--- src/rtl/imem_loader_if.sv ---
// Byte-stream input, instruction-memory write port and boot status of the loader.
// The loader sits on the slave side; the byte source / observer uses master.
interface imem_loader_if;
    logic        rx_valid;
    logic [7:0]  rx_data;
    logic        rx_ready;
    logic        imem_we;
    logic [31:0] imem_addr;
    logic [31:0] imem_wdata;
    logic        cpu_rst;
    logic        load_done;
    logic        load_err;
    logic [15:0] words_loaded;

    modport master (
        output rx_valid, rx_data,
        input  rx_ready, imem_we, imem_addr, imem_wdata,
        input  cpu_rst, load_done, load_err, words_loaded
    );

    modport slave (
        input  rx_valid, rx_data,
        output rx_ready, imem_we, imem_addr, imem_wdata,
        output cpu_rst, load_done, load_err, words_loaded
    );
endinterface

--- src/rtl/imem_loader.sv ---
// Boot loader: parses MAGIC/LEN/data/CHK frames, writes little-endian words into
// instruction memory and releases the core reset only after a clean checksum.
module imem_loader #(
    parameter int          ADDR_WIDTH = 8,
    parameter logic [31:0] BASE_ADDR  = 32'h0000_0000,
    parameter logic [7:0]  MAGIC      = 8'hA5
) (
    input  logic          clk,
    input  logic          rst,
    imem_loader_if.slave  bus_io
);
    typedef enum logic [2:0] {IDLE, LEN_LO, LEN_HI, DATA, CHECK, DONE, ERR} state_e;

    localparam logic [31:0] MAX_N = 32'd1 << ADDR_WIDTH;

    state_e      state_q, state_d;
    logic        ready_q;
    logic [15:0] len_q, len_d;
    logic [23:0] shift_q, shift_d;
    logic [1:0]  idx_q, idx_d;
    logic [7:0]  chk_q, chk_d;
    logic [15:0] words_q, words_d;
    logic        we_q, we_d;
    logic [31:0] addr_q, addr_d;
    logic [31:0] wdata_q, wdata_d;
    logic        cpu_rst_q, cpu_rst_d;
    logic        done_q, done_d;
    logic        err_q, err_d;

    logic        acc;
    logic [7:0]  rx;
    logic [15:0] len_full;

    assign acc      = bus_io.rx_valid & ready_q;
    assign rx       = bus_io.rx_data;
    assign len_full = {rx, len_q[7:0]};

    always_ff @(posedge clk or posedge rst) begin
        if (rst) begin
            state_q   <= IDLE;
            ready_q   <= 1'b0;
            len_q     <= '0;
            shift_q   <= '0;
            idx_q     <= '0;
            chk_q     <= '0;
            words_q   <= '0;
            we_q      <= 1'b0;
            addr_q    <= BASE_ADDR;
            wdata_q   <= '0;
            cpu_rst_q <= 1'b1;
            done_q    <= 1'b0;
            err_q     <= 1'b0;
        end else begin
            state_q   <= state_d;
            ready_q   <= 1'b1;
            len_q     <= len_d;
            shift_q   <= shift_d;
            idx_q     <= idx_d;
            chk_q     <= chk_d;
            words_q   <= words_d;
            we_q      <= we_d;
            addr_q    <= addr_d;
            wdata_q   <= wdata_d;
            cpu_rst_q <= cpu_rst_d;
            done_q    <= done_d;
            err_q     <= err_d;
        end
    end

    always_comb begin
        state_d = state_q;
        if (acc) begin
            case (state_q)
                IDLE, DONE, ERR: if (rx == MAGIC) state_d = LEN_LO;
                LEN_LO:          state_d = LEN_HI;
                LEN_HI: begin
                    if ({16'b0, len_full} > MAX_N) state_d = ERR;
                    else if (len_full == 16'd0)    state_d = CHECK;
                    else                           state_d = DATA;
                end
                DATA:  if (idx_q == 2'd3 && (words_q + 16'd1) == len_q) state_d = CHECK;
                CHECK: state_d = (rx == chk_q) ? DONE : ERR;
                default: state_d = IDLE;
            endcase
        end
    end

    always_comb begin
        len_d     = len_q;
        shift_d   = shift_q;
        idx_d     = idx_q;
        chk_d     = chk_q;
        words_d   = words_q;
        we_d      = 1'b0;
        addr_d    = addr_q;
        wdata_d   = wdata_q;
        cpu_rst_d = cpu_rst_q;
        done_d    = done_q;
        err_d     = err_q;
        if (acc) begin
            case (state_q)
                LEN_LO: len_d = {len_q[15:8], rx};
                LEN_HI: begin
                    len_d   = len_full;
                    words_d = '0;
                    chk_d   = '0;
                    idx_d   = '0;
                end
                DATA: begin
                    chk_d = chk_q ^ rx;
                    idx_d = idx_q + 2'd1;
                    // Fourth byte completes the word; earlier bytes fill from the top down.
                    if (idx_q == 2'd3) begin
                        we_d    = 1'b1;
                        wdata_d = {rx, shift_q};
                        addr_d  = BASE_ADDR + ({16'b0, words_q} << 2);
                        words_d = words_q + 16'd1;
                    end else begin
                        shift_d = {rx, shift_q[23:8]};
                    end
                end
                default: ;
            endcase
        end
        // Status flags follow the state being entered, one edge after the decision.
        if (state_d != state_q) begin
            case (state_d)
                LEN_LO: begin cpu_rst_d = 1'b1; done_d = 1'b0; err_d = 1'b0; end
                DONE:   begin cpu_rst_d = 1'b0; done_d = 1'b1; err_d = 1'b0; end
                ERR:    begin cpu_rst_d = 1'b1; done_d = 1'b0; err_d = 1'b1; end
                default: ;
            endcase
        end
    end

    assign bus_io.rx_ready     = ready_q;
    assign bus_io.imem_we      = we_q;
    assign bus_io.imem_addr    = addr_q;
    assign bus_io.imem_wdata   = wdata_q;
    assign bus_io.cpu_rst      = cpu_rst_q;
    assign bus_io.load_done    = done_q;
    assign bus_io.load_err     = err_q;
    assign bus_io.words_loaded = words_q;
endmodule

--- src/flat_wrapper.sv ---
// flat-port wrapper written by rule: the top's interface ports become plain ports
module imem_loader_flat 
#(
    parameter int          ADDR_WIDTH = 8,
    parameter logic [31:0] BASE_ADDR  = 32'h0000_0000,
    parameter logic [7:0]  MAGIC      = 8'hA5
)
  (clk, rst, bus_io_rx_valid, bus_io_rx_data, bus_io_rx_ready, bus_io_imem_we, bus_io_imem_addr, bus_io_imem_wdata, bus_io_cpu_rst, bus_io_load_done, bus_io_load_err, bus_io_words_loaded);
  imem_loader_if bus_io_i ();
  input  logic clk;
  input  logic rst;
  input wire logic [$bits(bus_io_i.rx_valid)-1:0] bus_io_rx_valid;
  input wire logic [$bits(bus_io_i.rx_data)-1:0] bus_io_rx_data;
  output wire logic [$bits(bus_io_i.rx_ready)-1:0] bus_io_rx_ready;
  output wire logic [$bits(bus_io_i.imem_we)-1:0] bus_io_imem_we;
  output wire logic [$bits(bus_io_i.imem_addr)-1:0] bus_io_imem_addr;
  output wire logic [$bits(bus_io_i.imem_wdata)-1:0] bus_io_imem_wdata;
  output wire logic [$bits(bus_io_i.cpu_rst)-1:0] bus_io_cpu_rst;
  output wire logic [$bits(bus_io_i.load_done)-1:0] bus_io_load_done;
  output wire logic [$bits(bus_io_i.load_err)-1:0] bus_io_load_err;
  output wire logic [$bits(bus_io_i.words_loaded)-1:0] bus_io_words_loaded;
  assign bus_io_i.rx_valid = bus_io_rx_valid;
  assign bus_io_i.rx_data = bus_io_rx_data;
  assign bus_io_rx_ready = bus_io_i.rx_ready;
  assign bus_io_imem_we = bus_io_i.imem_we;
  assign bus_io_imem_addr = bus_io_i.imem_addr;
  assign bus_io_imem_wdata = bus_io_i.imem_wdata;
  assign bus_io_cpu_rst = bus_io_i.cpu_rst;
  assign bus_io_load_done = bus_io_i.load_done;
  assign bus_io_load_err = bus_io_i.load_err;
  assign bus_io_words_loaded = bus_io_i.words_loaded;
  imem_loader #(.ADDR_WIDTH(ADDR_WIDTH), .BASE_ADDR(BASE_ADDR), .MAGIC(MAGIC)) u_core (.clk(clk), .rst(rst), .bus_io(bus_io_i));
endmodule
--- config.mk ---
export PLATFORM = sky130hd
export DESIGN_NAME = imem_loader_flat
export DESIGN_NICKNAME = d
export VERILOG_FILES = /design/src/rtl/imem_loader_if.sv /design/src/rtl/imem_loader.sv /design/src/flat_wrapper.sv
export SDC_FILE = /design/constraint.sdc
export NUM_CORES = 1
export LEC_CHECK = 0
export BUFFER_PORTS_ARGS = -buffer_cell sky130_fd_sc_hd__buf_2
export CORE_MARGIN = 5
export CORE_UTILIZATION = 45
export CTS_CLUSTER_DIAMETER = 50
export DETAILED_ROUTE_END_ITERATION = 7
export PLACE_DENSITY = 0.72
export SYNTH_ARGS = -nofsm -noshare
export SYNTH_HDL_FRONTEND = slang
export SYNTH_SLANG_ARGS = --single-unit
export TNS_END_PERCENT = 10
--- constraint.sdc ---
create_clock -name clk -period 3.8 [get_ports clk]
set_input_delay 0.19 -clock clk [delete_from_list [all_inputs] [get_ports clk]]
set_output_delay 0.19 -clock clk [all_outputs]
set_load 0.05 [all_outputs]
# ---- After elaboration in Yosys (flattened, before gate mapping)
# Index checks and enable logic that the tools add are counted.
dict set report word_totals {
  regBits 122
  output_inout_bits 85
  elab_cells 72
}
dict set report op_classes {
  n_lt_le_gt_ge 1
  muxes 18
  n_bitwise 5
  reduce_logical 17
  add_sub_neg 2
  eq_ne 15
}
# operator count
set ops {}
lappend ops {{$pmux 16 s2} 2}
lappend ops {{$add 16x1->16 const B} 1}
lappend ops {{$eq 16x16->1} 1}
lappend ops {{$gt 16x9->1 const B} 1}
lappend ops {{$logic_not 16->1} 1}
lappend ops {{$mux 16} 1}
lappend ops {{$pmux 8 s2} 1}
lappend ops {{$eq 3x3->1 const B} 5}
lappend ops {{$mux 3} 5}
lappend ops {{$pmux 3 s5} 1}
lappend ops {{$reduce_and 3->1} 5}
lappend ops {{$eq 8x8->1} 1}
lappend ops {{$eq 8x8->1 const B} 1}
lappend ops {{$xor 8x8->8} 1}
lappend ops {{$eq 3x1->1 const B} 2}
lappend ops {{$eq 3x2->1 const B} 2}
lappend ops {{$pmux 1 s2} 3}
lappend ops {{$reduce_and 2->1} 3}
lappend ops {{$reduce_bool 2->1} 3}
lappend ops {{$pmux 2 s2} 1}
lappend ops {{$reduce_or 2->1} 2}
lappend ops {{$logic_not 3->1} 1}
lappend ops {{$mux 1} 3}
lappend ops {{$ne 3x3->1} 1}
lappend ops {{8 further kinds} 10}

# ---- Longest topological paths before layout
# Gate-level depths: netlist of the first run.
dict set report depth {
  depth_word 10
  mapped_depth 11
  ltp_nobuf 9
}

# ---- Worst setup path before layout of the first run
# No wires, ideal clock.
dict set report synth_timing {
  path_type {flip-flop to flip-flop}
  start {register u_core.words_q[0] (netlist: u_core.bus_io.words_loaded[0])}
  end {register u_core.done_q (netlist: u_core.bus_io.load_done)}
  arrival_time_ns 3.329
  path_stages_with_launch 11
  path_buffers 1
  setup_time_ns 0.126
  period_less_slack_ns 3.455
  t_required_ns 3.674
  setup_slack_ns 0.345
  path_cell_list {dfrtp_1 ha_1 and3_1 buf_2 a31oi_1 a2111o_1 a2111o_1 a2111oi_4 a41oi_2 a2111o_1 a221o_1}
}
dict set report synth_via {
  elab_chain_cells 10
  word_cells_on_any_way 14
  cone_classes {1 x add/sub; 5 x eq/ne; 4 x mux; 4 x reduce/logical}
}
# element line_no
set synth_rtl {}
lappend synth_rtl {{start: declaration} imem_loader.sv:22} ;# logic [15:0] words_q, words_d;
lappend synth_rtl {{start signal: assignment} imem_loader.sv:60} ;# words_q <= words_d;
lappend synth_rtl {{$add 16x1->16 (*)} imem_loader.sv:81} ;# DATA: if (idx_q == 2'd3 && (words_q + 16'd1) == len_q) state_d = CHECK;
lappend synth_rtl {{$eq 16x16->1 (*)} imem_loader.sv:81}
lappend synth_rtl {{$logic_and 1x1->1 (*)} imem_loader.sv:81}
lappend synth_rtl {{$mux 3 (*)} imem_loader.sv:81}
lappend synth_rtl {{$pmux 3 s5 (*)} imem_loader.sv:73} ;# case (state_q)
lappend synth_rtl {{$mux 3 (*)} imem_loader.sv:72} ;# if (acc) begin
lappend synth_rtl {{named net u_core.state_d[1]} imem_loader.sv:16} ;# state_e state_q, state_d;
lappend synth_rtl {{$eq 3x1->1 / $eq 3x3->1 (equally long branches)} imem_loader.sv:127} ;# case (state_d)
lappend synth_rtl {{$reduce_or 2->1 (no line)} -}
lappend synth_rtl {{$reduce_bool 2->1 (no line)} -}
lappend synth_rtl {{$reduce_and 2->1 (no line)} -}
lappend synth_rtl {{end signal: assignment} imem_loader.sv:65} ;# done_q <= done_d;
lappend synth_rtl {{end: declaration} imem_loader.sv:27} ;# logic done_q, done_d;
# Mark *: on every way through the listed nets, which the timed path passes. The rest lies on a longest branch.
# A chain may end at the register's enable or synchronous reset.

# ---- Worst setup path in the final report of the first run
# Same ends and word-level chain as after synthesis.

==> results of run 1 <==
## final cells by class
type                       count  area, um2  area share, %
sequential                   122       3050           43.7
multi-input combinational    455       2630           37.6
timing repair buffer          92        493           7.05
clock buffer                  19        453           6.48
tap                          176        220           3.15
clock inverter                 9        101           1.45
inverter                      10       40.0          0.573
## sequential cells by signal, indices dropped and copies added, names as in the netlist, 2 cells and up
register                    flops
u_core.bus_io.imem_wdata       32
u_core.shift_q                 24
u_core.bus_io.words_loaded     16
u_core.len_q                   16
u_core.state_q                  3
u_core.chk_q                    8
u_core.idx_q                    2
u_core.bus_io.imem_addr        16
## metrics by stage
| stage | area [um2] | setup slack [ps] | instances | hold WS (ps) |
|---|---|---|---|---|
| 2_1_floorplan | 6050 | 345 | 648 | 402 |
| 3_3_place_gp | 6440 | 385 | 855 | 428 |
| 3_5_place_dp | 6440 | 284 | 855 | 443 |
| 4_1_cts | 6990 | 272 | 883 | 2.86 |
| 5_1_grt | 6990 | 61.3 | 883 | 52.1 |
| 6_report | 6990 | 268 | 883 | -32.0 |
## worst max-delay path: cells and delay by family (launching register included)
family | cells | cell delay, ps
compound gates | 7 | 2190
flops | 1 | 550
simple gates | 1 | 350
fa+ha+maj | 1 | 330
## cell families after synthesis
| kind of cell | share of synthesized area, % |
|---|---|
| other | 0.125 |
| AND/OR/NAND/NOR | 20.5 |
| buffers and inverters | 6.22 |
| adder cells (fa/ha/maj) | 0.584 |
| flip-flops | 50.9 |
| XOR/XNOR | 4.03 |
| AO/OA/AOI/OAI | 11.3 |
| multiplexers | 6.35 |
## cells in the final DEF (no fill, tap or decap), drive strengths merged, types with 4 or more instances in the layout
cell / instances
a31oi: 5
conb: 17
xor2: 4
o21ai: 52
buf: 92
mux2: 32
a21oi: 9
nand3: 10
o31ai: 10
nor4: 6
or4: 4
nand4: 12
nand2: 192
clkbuf: 19
nor2: 24
xnor2: 21
o211ai: 4
inv: 9
clkinv: 7
dfrtp: 121
## power by group through the flow
| stage | logic [mW] | clock network (mW) | registers (mW) |
|---|---|---|---|
| after floorplan | 0.453 | 0 | 1.61 |
| after global placement | 0.594 | 0 | 1.59 |
| after detailed placement | 0.610 | 0 | 1.60 |
| after CTS | 0.613 | 1.55 | 1.58 |
| after global routing | 0.671 | 1.61 | 1.60 |
| final | 0.610 | 1.52 | 1.59 |
## per-layer routing
layer  track usage (%)  share of wire (%)
met2              30.4                 48
met3              4.78                5.6
met4              6.25                1.7
met5                 0                  0
met1              26.0                 44
## worst max path at each step
stage                                  start                       to  slack, ps
5_1_grt        u_core.bus_io.words_loaded[0]  u_core.bus_io.load_done         60
4_1_cts        u_core.bus_io.words_loaded[0]  u_core.bus_io.load_done        270
3_5_place_dp   u_core.bus_io.words_loaded[0]  u_core.bus_io.load_done        280
2_1_floorplan  u_core.bus_io.words_loaded[0]  u_core.bus_io.load_done        350
3_3_place_gp   u_core.bus_io.words_loaded[0]  u_core.bus_io.load_done        380
6_report       u_core.bus_io.words_loaded[0]  u_core.bus_io.load_done        270
==> metrics.txt, run 1 <==
Clock power frac=40.9%; mean post-synth cell area=between 9 and 10 um2; CP max-delay cell=dfrtp_1; chip width=125 um; switch share=about 28%; Fillers=1233; dominant synthesized flop cell=dfrtp_1; # rows=42; initial DRC count=289; status=finished with violations; Sum Neg Setup Slack=0 ps; top cells by count, synth=nand2_1, dfrtp_1, o21ai_0; area grow syn2layout=16.6%; number of max-cap violations=0; Flop pwr share=42.7%; critical path's most frequent cell=a2111o_1; drt first pass iters=4; core area=13100 um2; Worst Setup Path Type=register to register; Worst EP required=just over 4000 ps; Sw Pwr=1.06 mW; clk_lat worst skew=410 ps; Post-synth ARST share=100%; Post-synth EDFFs=0; cell area after synthesis=5990 um2; final WL=14600 um; Hold Path Class=input pin to async pin; Via-to-Cell Ratio=5.39; hpwl dp=about 9900 um; Reg2Reg Depth=9; Hold-fix buffers, CTS=0; Die ar.=15700 um2; setup bufs post-CTS=0; post-CTS resize count=0; Hold Vio Cnt, Final=34; total global routing overflow=0; layout cells sized above 1=23.9%; Final Power=3.72 mW; Post-Syn Instances=633; CP Max Fanout=9; # DRC=0; Worst R2R Setup Slack=about 270 ps; chip height=125 um; CTS Buf Count=17; Distinct cells, synth=62; final hold slack=-32.0 ps; worst clock skew=9.59 ps; CTS root buf=clkbuf_16; GRT Total Usage=about a fifth; PD cells=approximately 530 nW/um2; power share of the combinational group=16.4%; routed vias=4762; Final Util=53.2%; largest cells by area after synthesis=dfrtp_1, nand2_1, mux2_2; cell-internal power=2.66 mW; violated checks=negative hold slack; H-tree depth=4; Period minus WS final=3530 ps; Starting Density=45.6%; number of synthesized register bits=122; Max Transition Viols Final=0; FF-to-FF End=u_core.bus_io.load_done; worst-path cell chain=ha_1, and3_1, a31oi_1, a2111o_1, a2111o_1, a2111oi_4, a41oi_2, a2111o_1, a221o_1; type of origin of the critical path=register; IO buf count=79; Clock Path Buffers=2; CTS tree=done; first-pass GRT wire length=between 20000 and 25000 um; Antenna Nets Post-Route=0; Synth Warn #=0; Seq/Total Area, Yosys=about half; Worst path max stage delay=550 ps; Final GP Congestion=between 0.8 and 0.9; drt wl/cell=16.6 um; Pleak=3.60 nW; largest net degree at the start of global routing=75; Slew @ Worst Pin=903 ps; # nets final=711; clk sink count=122; count leader, synth=nand2_1; RSZ-0062 raised after global routing=false; antenna cell count=0; largest area contributor in the netlist=dfrtp_1; area share of the largest cell type after synthesis=50.5%; CP Data Arrival Time=~3800 ps; antenna violations before repair=0; VDD IR max=276 uV; Peak Freq=0.283 GHz; fin crit share=around 93%; Setup crit end kind=register; num ports=96; launching point of the worst reg2reg path=u_core.bus_io.words_loaded[0]; Setup Viol. Count Final=0; CTS clock-pin slew for the worst setup and hold paths=50 ps; Slew Limit Headroom=39.8%; vias in the first global route=4741
No activity file was read; power rests on OpenSTA's default activity.
==> inputs of run 2 (changes only) <==
Settings changed: ABC_AREA from default to 1, SKIP_LAST_GASP from default to 1.
==> run 2 against run 1 <==
  * The flow now finishes without violations
  * Setup slack better by 1000 ps
  * Area after synthesis down 3.0%
  * Combinational power rose to 3.3 times the previous value
  * Cell count up 12%
  * Synthesized cell count up 14%
  * Count of clock-buffer cells in the layout up 2
  * Non-clock buffer count down 6
  * Sequential share of layout area up 0.61 points
  * Critical endpoint is now u_core.bus_io.load_err
  * Highest routed layer unchanged
==> metrics.txt, run 2 <==
Post-synth EDFFs=0 (unchanged); Antenna Nets Post-Route=0 (unchanged); fin crit share=66.4% (-27 points); clk sink count=122 (unchanged); Starting Density=45.9% (+0.27 points); chip height=124 um (-1.4%); antenna violations before repair=0 (unchanged); Via-to-Cell Ratio=4.92 (-8.8%); IO buf count=79 (unchanged); dominant synthesized flop cell=dfrtp_1; # nets final=818 (+15%); Slew Limit Headroom=44.4% (+4.6 points); Seq/Total Area, Yosys=52.5% (+1.6 points); clk_lat worst skew=420 ps (about the same); end of the worst hold path=u_core.len_q[12]; Pleak=3.60 nW (-0.23%); largest net degree at the start of global routing=64 (-15%); top cells by count, synth=nand2_1, dfrtp_1, o21ai_0; Hold Path Class=input pin to register; count leader, synth=nand2_1; most frequent cells in the layout=nand2_1, dfrtp_1, o21ai_0, buf_2, inv_1; CTS clock-pin slew for the worst setup and hold paths=50 ps (about the same); area grow syn2layout=18.5%; CTS Buf Count=17 (unchanged); Worst EP required=4100 ps (about the same); Distinct cells, synth=32 (-48%); routed vias=4861 (+2.1%); RSZ-0062 raised after global routing=false; Period minus WS final=2520 ps (-1010 ps); Worst Setup SP=u_core.bus_io.words_loaded[0]; area share of the largest cell type after synthesis=52.1% (+1.6 points); GRT Total Usage=18.8% (-0.40 points); Sum Neg Setup Slack=0 ps (unchanged); # DRC=0 (unchanged); Die ar.=15300 um2 (-2.7%); setup bufs post-CTS=0 (unchanged); placed inst area=6340 um2 (-1.5%); CP Data Arrival Time=2820 ps (-1000 ps); largest cells by area after synthesis=dfrtp_1, nand2_1, o21ai_0; hold path startpoint=bus_io_rx_data[4]; CP Max Fanout=10 (+1); Worst R2R Setup Slack=1280 ps (+1010 ps); initial DRC count=359 (+24%); Slew @ Worst Pin=831 ps (-71.4 ps); post-CTS resize count=0 (unchanged); Max Transition Viols Final=0 (unchanged); vias in the first global route=4500 (-5.1%); Clock Path Buffers=2 (unchanged); PD cells=804 nW/um2 (+51%); Worst Setup Path Type=register to register; number of synthesized register bits=122 (unchanged); drt wl/cell=13.7 um (-17%); CP max-delay cell=dfrtp_1; core area=12700 um2 (-3.6%); mean post-synth cell area=8.05 um2 (-15%); Setup Viol. Count Final=0 (unchanged); FF-to-FF End=u_core.bus_io.load_err; type of origin of the critical path=register; launching point of the worst reg2reg path=u_core.bus_io.words_loaded[0]; CTS root buf=clkbuf_16; post-route cell area=6890 um2 (-1.4%); Setup crit end kind=register; H-tree depth=4 (unchanged); antenna cell count=0 (unchanged); first-pass GRT wire length=22100 um (-9.8%); Post-synth ARST share=100% (unchanged); worst-path cell chain=ha_1, nand2_1, nor2_4, nand4_1, nand2_2, nand2_1, nand2_1, nand2_1, nor2_1, nand3_1, nand2_2, nand3_2, nand2_1, nand3_1, nand2_1, nand2_1, nand2_1, nand2_1; max FFs per register=32 (unchanged); chip width=124 um (-1.4%); Synth Warn #=0 (unchanged); final hold slack=91.9 ps (+124 ps); Hold Vio Cnt, Final=0 (-100%); worst clock skew=7.88 ps (-1.71 ps); Reg2Reg Depth=18 (+9); Peak Freq=0.397 GHz (+40%); # rows=41 (-2.4%); hpwl dp=9670 um (-2.4%); number of max-cap violations=0 (unchanged); critical path's most frequent cell=nand2_1; num ports=96 (unchanged); hold path depth=3; VDD IR max=299 uV (+8.6%); layout cells sized above 1=16.4% (-7.5 points); total global routing overflow=0 (unchanged); most common cell after layout, fill and taps aside=nand2_1; Post-Syn Instances=722 (+14%); status=finished, final reports clean; Hold-fix buffers, CTS=1 (+1); Worst path max stage delay=440 ps (-110 ps); cell area after synthesis=5820 um2 (-3.0%); Final GP Congestion=0.916 (+7.0%); largest area contributor in the netlist=dfrtp_1; CTS tree=done; drt first pass iters=5 (+1); final WL=13500 um (-7.6%)
## run 2: cell count changes in the layout (fill, tap and decap cells not counted), moves of 19 or more
| cell | before | now |
|---|---|---|
| nand3_1 | 7 | 61 |
| nor2_1 | 23 | 43 |
| inv_1 | 7 | 76 |
| xnor2_1 | 21 | 0 |
| nand2_1 | 191 | 210 |
| o21ai_0 | 52 | 88 |
| mux2_2 | 32 | 0 |
## run 2: metrics by stage
step / worst slack (ps) / util [%] / cells / total power, mW
finish: 1280 / 54.4 / 988 / 5.54
global route: 956 / 54.4 / 988 / 5.92
CTS: 1270 / 54.4 / 988 / 5.57
detailed placement: 1290 / 50.1 / 957 / 4.05
global placement: 1360 / 50.1 / 957 / 4.02
floorplan: 369 / - / 737 / 3.56
## run 2: report_power, final
part	internal [mW]	total, mW	switching, mW
logic	0.564	2.04	1.48
registers	1.69	2.01	0.317
clock network	0.949	1.49	0.543
total	3.20	5.54	2.34
## run 2: worst max-delay path: cells and delay by family, from the launching register on
kind	cells	cell delay, ps
fa+ha+maj	1	220
flops	1	440
simple gates	17	1750
## run 2: logic make-up (layout without fill, tap and decap cells)
family	count (synthesis)	in the layout	synth area share [%]
AND/OR/NAND/NOR	355	355	26.2
flip-flops	122	122	52.5
buffers and inverters	117	196	8.61
other	2	17	0.129
adder cells (fa/ha/maj)	2	2	0.430
XOR/XNOR	8	8	1.20
AO/OA/AOI/OAI	116	116	10.9
## run 2: layout make-up
type / count / area [um2]
fill: 1218 / 5780
sequential: 122 / 3050
multi-input combinational: 498 / 2320
timing repair buffer: 86 / 463
clock buffer: 21 / 440
inverter: 80 / 303
tap: 172 / 215
clock inverter: 9 / 101
## run 2: metal layers
layer	vias up	share of wire, %	track usage, %	routed length [um]
met2	145	44	27.3	5920
met3	18	6.4	5.59	865
met5	-	0	0	0
met1	2211	48	26.5	6470
li1	2487	-	-	-
met4	0	1.8	7.13	240
## run 2: worst max path at each step
| stage | end | slack [ps] | cells after the start |
|---|---|---|---|
| global route | u_core.bus_io.load_done | 960 | 19 |
| detailed placement | u_core.bus_io.load_err | 1290 | 18 |
| finish | u_core.bus_io.load_err | 1280 | 18 |
| global placement | u_core.bus_io.load_err | 1360 | 19 |
| CTS | u_core.bus_io.load_err | 1270 | 18 |
| floorplan | u_core.bus_io.imem_addr[10] | 370 | 1 |
==> inputs of run 3 (changes only) <==
Settings changed: ABC_AREA 1 to 0.
Clock period 3.8 ns to 2.4 ns, I/O delays scaled along.
==> run 3 against run 2 <==
  * The run now ends with negative setup slack left
  * Cell area increased by 10%
  * Critical path depth is 8 lower
  * Fmax is 14% lower
  * Via count up 4.1%
  * Clock power is 58% higher
  * Register-to-register slack worse by 1800 ps
  * Largest power group is now sequential cells
  * Combinational power fell by 47%
  * Highest routed layer unchanged
  * Largest cell class unchanged
  * Sequential share of layout area shrank 3.9 points
  * Cell count down 3.6%
  * Global-route usage increased by 1.7 points
==> metrics.txt, run 3 (synthesis results as in run 1) <==
vias in the first global route=5195 (+15%); most frequent cells in the layout=nand2_1, dfrtp_1, buf_2, buf_4, o21ai_0; worst clock skew=6.60 ps (-1.28 ps); Pleak=3.93 nW (+9.3%); Worst Setup Path Type=register to register; Die ar.=15700 um2 (+2.8%); Peak Freq=0.340 GHz (-14%); initial DRC count=293 (-18%); CP max-delay cell=a2111o_1; Starting Density=45.6% (-0.27 points); Hold Path Class=input pin to register; drt first pass iters=5 (unchanged); CTS Buf Count=17 (unchanged); Setup crit end kind=register; Final GP Congestion=0.887 (-3.1%); Setup Viol. Count Final=4 (+4); antenna cell count=0 (unchanged); clk_lat worst skew=420 ps (about the same); max FFs per register=32 (unchanged); # DRC=0 (unchanged); status=finished with violations; WP buf/inv=1 (+1); Final Util=57.9% (+3.4 points); Hold Vio Cnt, Final=0 (unchanged); CTS root buf=clkbuf_16; # rows=42 (+2.4%); worst-path cell chain=ha_4, nand3_4, nor4_1, a2111o_1, a2111o_1, a2111oi_4, buf_4, a21oi_2, a2111o_1, a221o_1; # nets final=776 (-5.1%); Clock Path Buffers=2 (unchanged); routed vias=5060 (+4.1%); Via-to-Cell Ratio=5.32 (+8.0%); CTS clock-pin slew for the worst setup and hold paths=60 ps (about the same); fin crit share=123% (+56 points); GRT Total Usage=20.5% (+1.7 points); critical path's most frequent cell=a2111o_1; hpwl dp=10700 um (+11%); chip height=125 um (+1.4%); largest net degree at the start of global routing=123 (+92%); Slew Limit Headroom=45.0% (+0.65 points); Max Transition Viols Final=0 (unchanged); CP Data Arrival Time=3240 ps (+420 ps); num ports=96 (unchanged); final WL=15400 um (+14%); Crit path max-delay family=compound AO/OA/AOI/OAI gates; drt wl/cell=16.2 um (+18%); Antenna Nets Post-Route=0 (unchanged); antenna violations before repair=0 (unchanged); Slew @ Worst Pin=822 ps (-9.74 ps); IO buf count=79 (unchanged); type of origin of the critical path=register; CTS tree=done; Worst path max stage delay=440 ps (about the same); H-tree depth=4 (unchanged); VDD IR max=516 uV (+73%); number of max-cap violations=0 (unchanged); core area=13100 um2 (+3.7%); layout cells sized above 1=32.5% (+16 points); PD cells=783 nW/um2 (-2.6%); chip width=125 um (+1.4%); area grow syn2layout=26.8%; most common cell after layout, fill and taps aside=nand2_1; first-pass GRT wire length=25900 um (+17%); final worst slack=-541 ps (-1820 ps); CP Max Fanout=5 (-5); Worst EP required=2700 ps (-1400 ps); Sum Neg Setup Slack=-1500 ps (-1500 ps); clk sink count=122 (unchanged); RSZ-0062 raised after global routing=true; total global routing overflow=0 (unchanged); Period minus WS final=2940 ps (+420 ps); violated checks=negative setup slack
-- run 3: layout make-up --
| class | count | area [um2] |
|---|---|---|
| fill | 1171 | 5540 |
| sequential | 122 | 3070 |
| clock buffer | 23 | 498 |
| clock inverter | 9 | 63.8 |
| inverter | 10 | 41.3 |
| tap | 176 | 220 |
| multi-input combinational | 455 | 2670 |
| timing repair buffer | 157 | 1040 |
-- run 3: power by group --
| part | internal, mW | switching [mW] |
|---|---|---|
| logic | 0.447 | 0.639 |
| clock network | 1.45 | 0.907 |
| registers | 2.28 | 0.221 |
| total | 4.18 | 1.77 |
-- run 3: repair_timing --
action / CTS / global route
pin swaps: 1 / 0
hold buffers: 2 / 0
setup endpoints to repair: 4 / 15
gates resized for setup: 4 / 1
endpoints found under the hold margin: 122 / 0
buffers inserted: 1 / 0
-- run 3: metal layers --
metal | routed length (um) | vias up | global-route usage [%]
met1 | 6650 | 2494 | 25.8
met2 | 7630 | 162 | 33.9
li1 | - | 2375 | -
met4 | 282 | 0 | 8.10
met5 | 0 | - | 0
met3 | 832 | 29 | 5.25
-- run 3: metrics by stage --
| step | instances | power, mW | instance area (um2) | hold WS (ps) | worst slack [ps] |
|---|---|---|---|---|---|
| 3_3_place_gp | 917 | 3.54 | 6990 | 349 | -457 |
| 5_1_grt | 952 | 6.23 | 7600 | 21.9 | -643 |
| 3_5_place_dp | 917 | 3.60 | 6990 | 365 | -527 |
| 4_1_cts | 952 | 5.99 | 7600 | 5.96 | -532 |
| 2_1_floorplan | 648 | 3.27 | 6090 | 332 | -615 |
| 6_report | 952 | 5.95 | 7600 | 29.1 | -541 |
-- run 3: final timing paths --
check                                              start                              to  slack, ps  cells after the start
max in group asynchronous                            rst  u_core.bus_io.words_loaded[11]       1460                      4
max reg2reg                u_core.bus_io.words_loaded[1]         u_core.bus_io.load_done       -540                     10
max                        u_core.bus_io.words_loaded[1]         u_core.bus_io.load_done       -540                     10
min                                    bus_io_rx_data[5]                u_core.len_q[13]         30                      2
min reg2reg                   u_core.bus_io.imem_addr[8]      u_core.bus_io.imem_addr[8]        460                      2
min in group asynchronous                            rst           u_core.bus_io.imem_we        430                      4
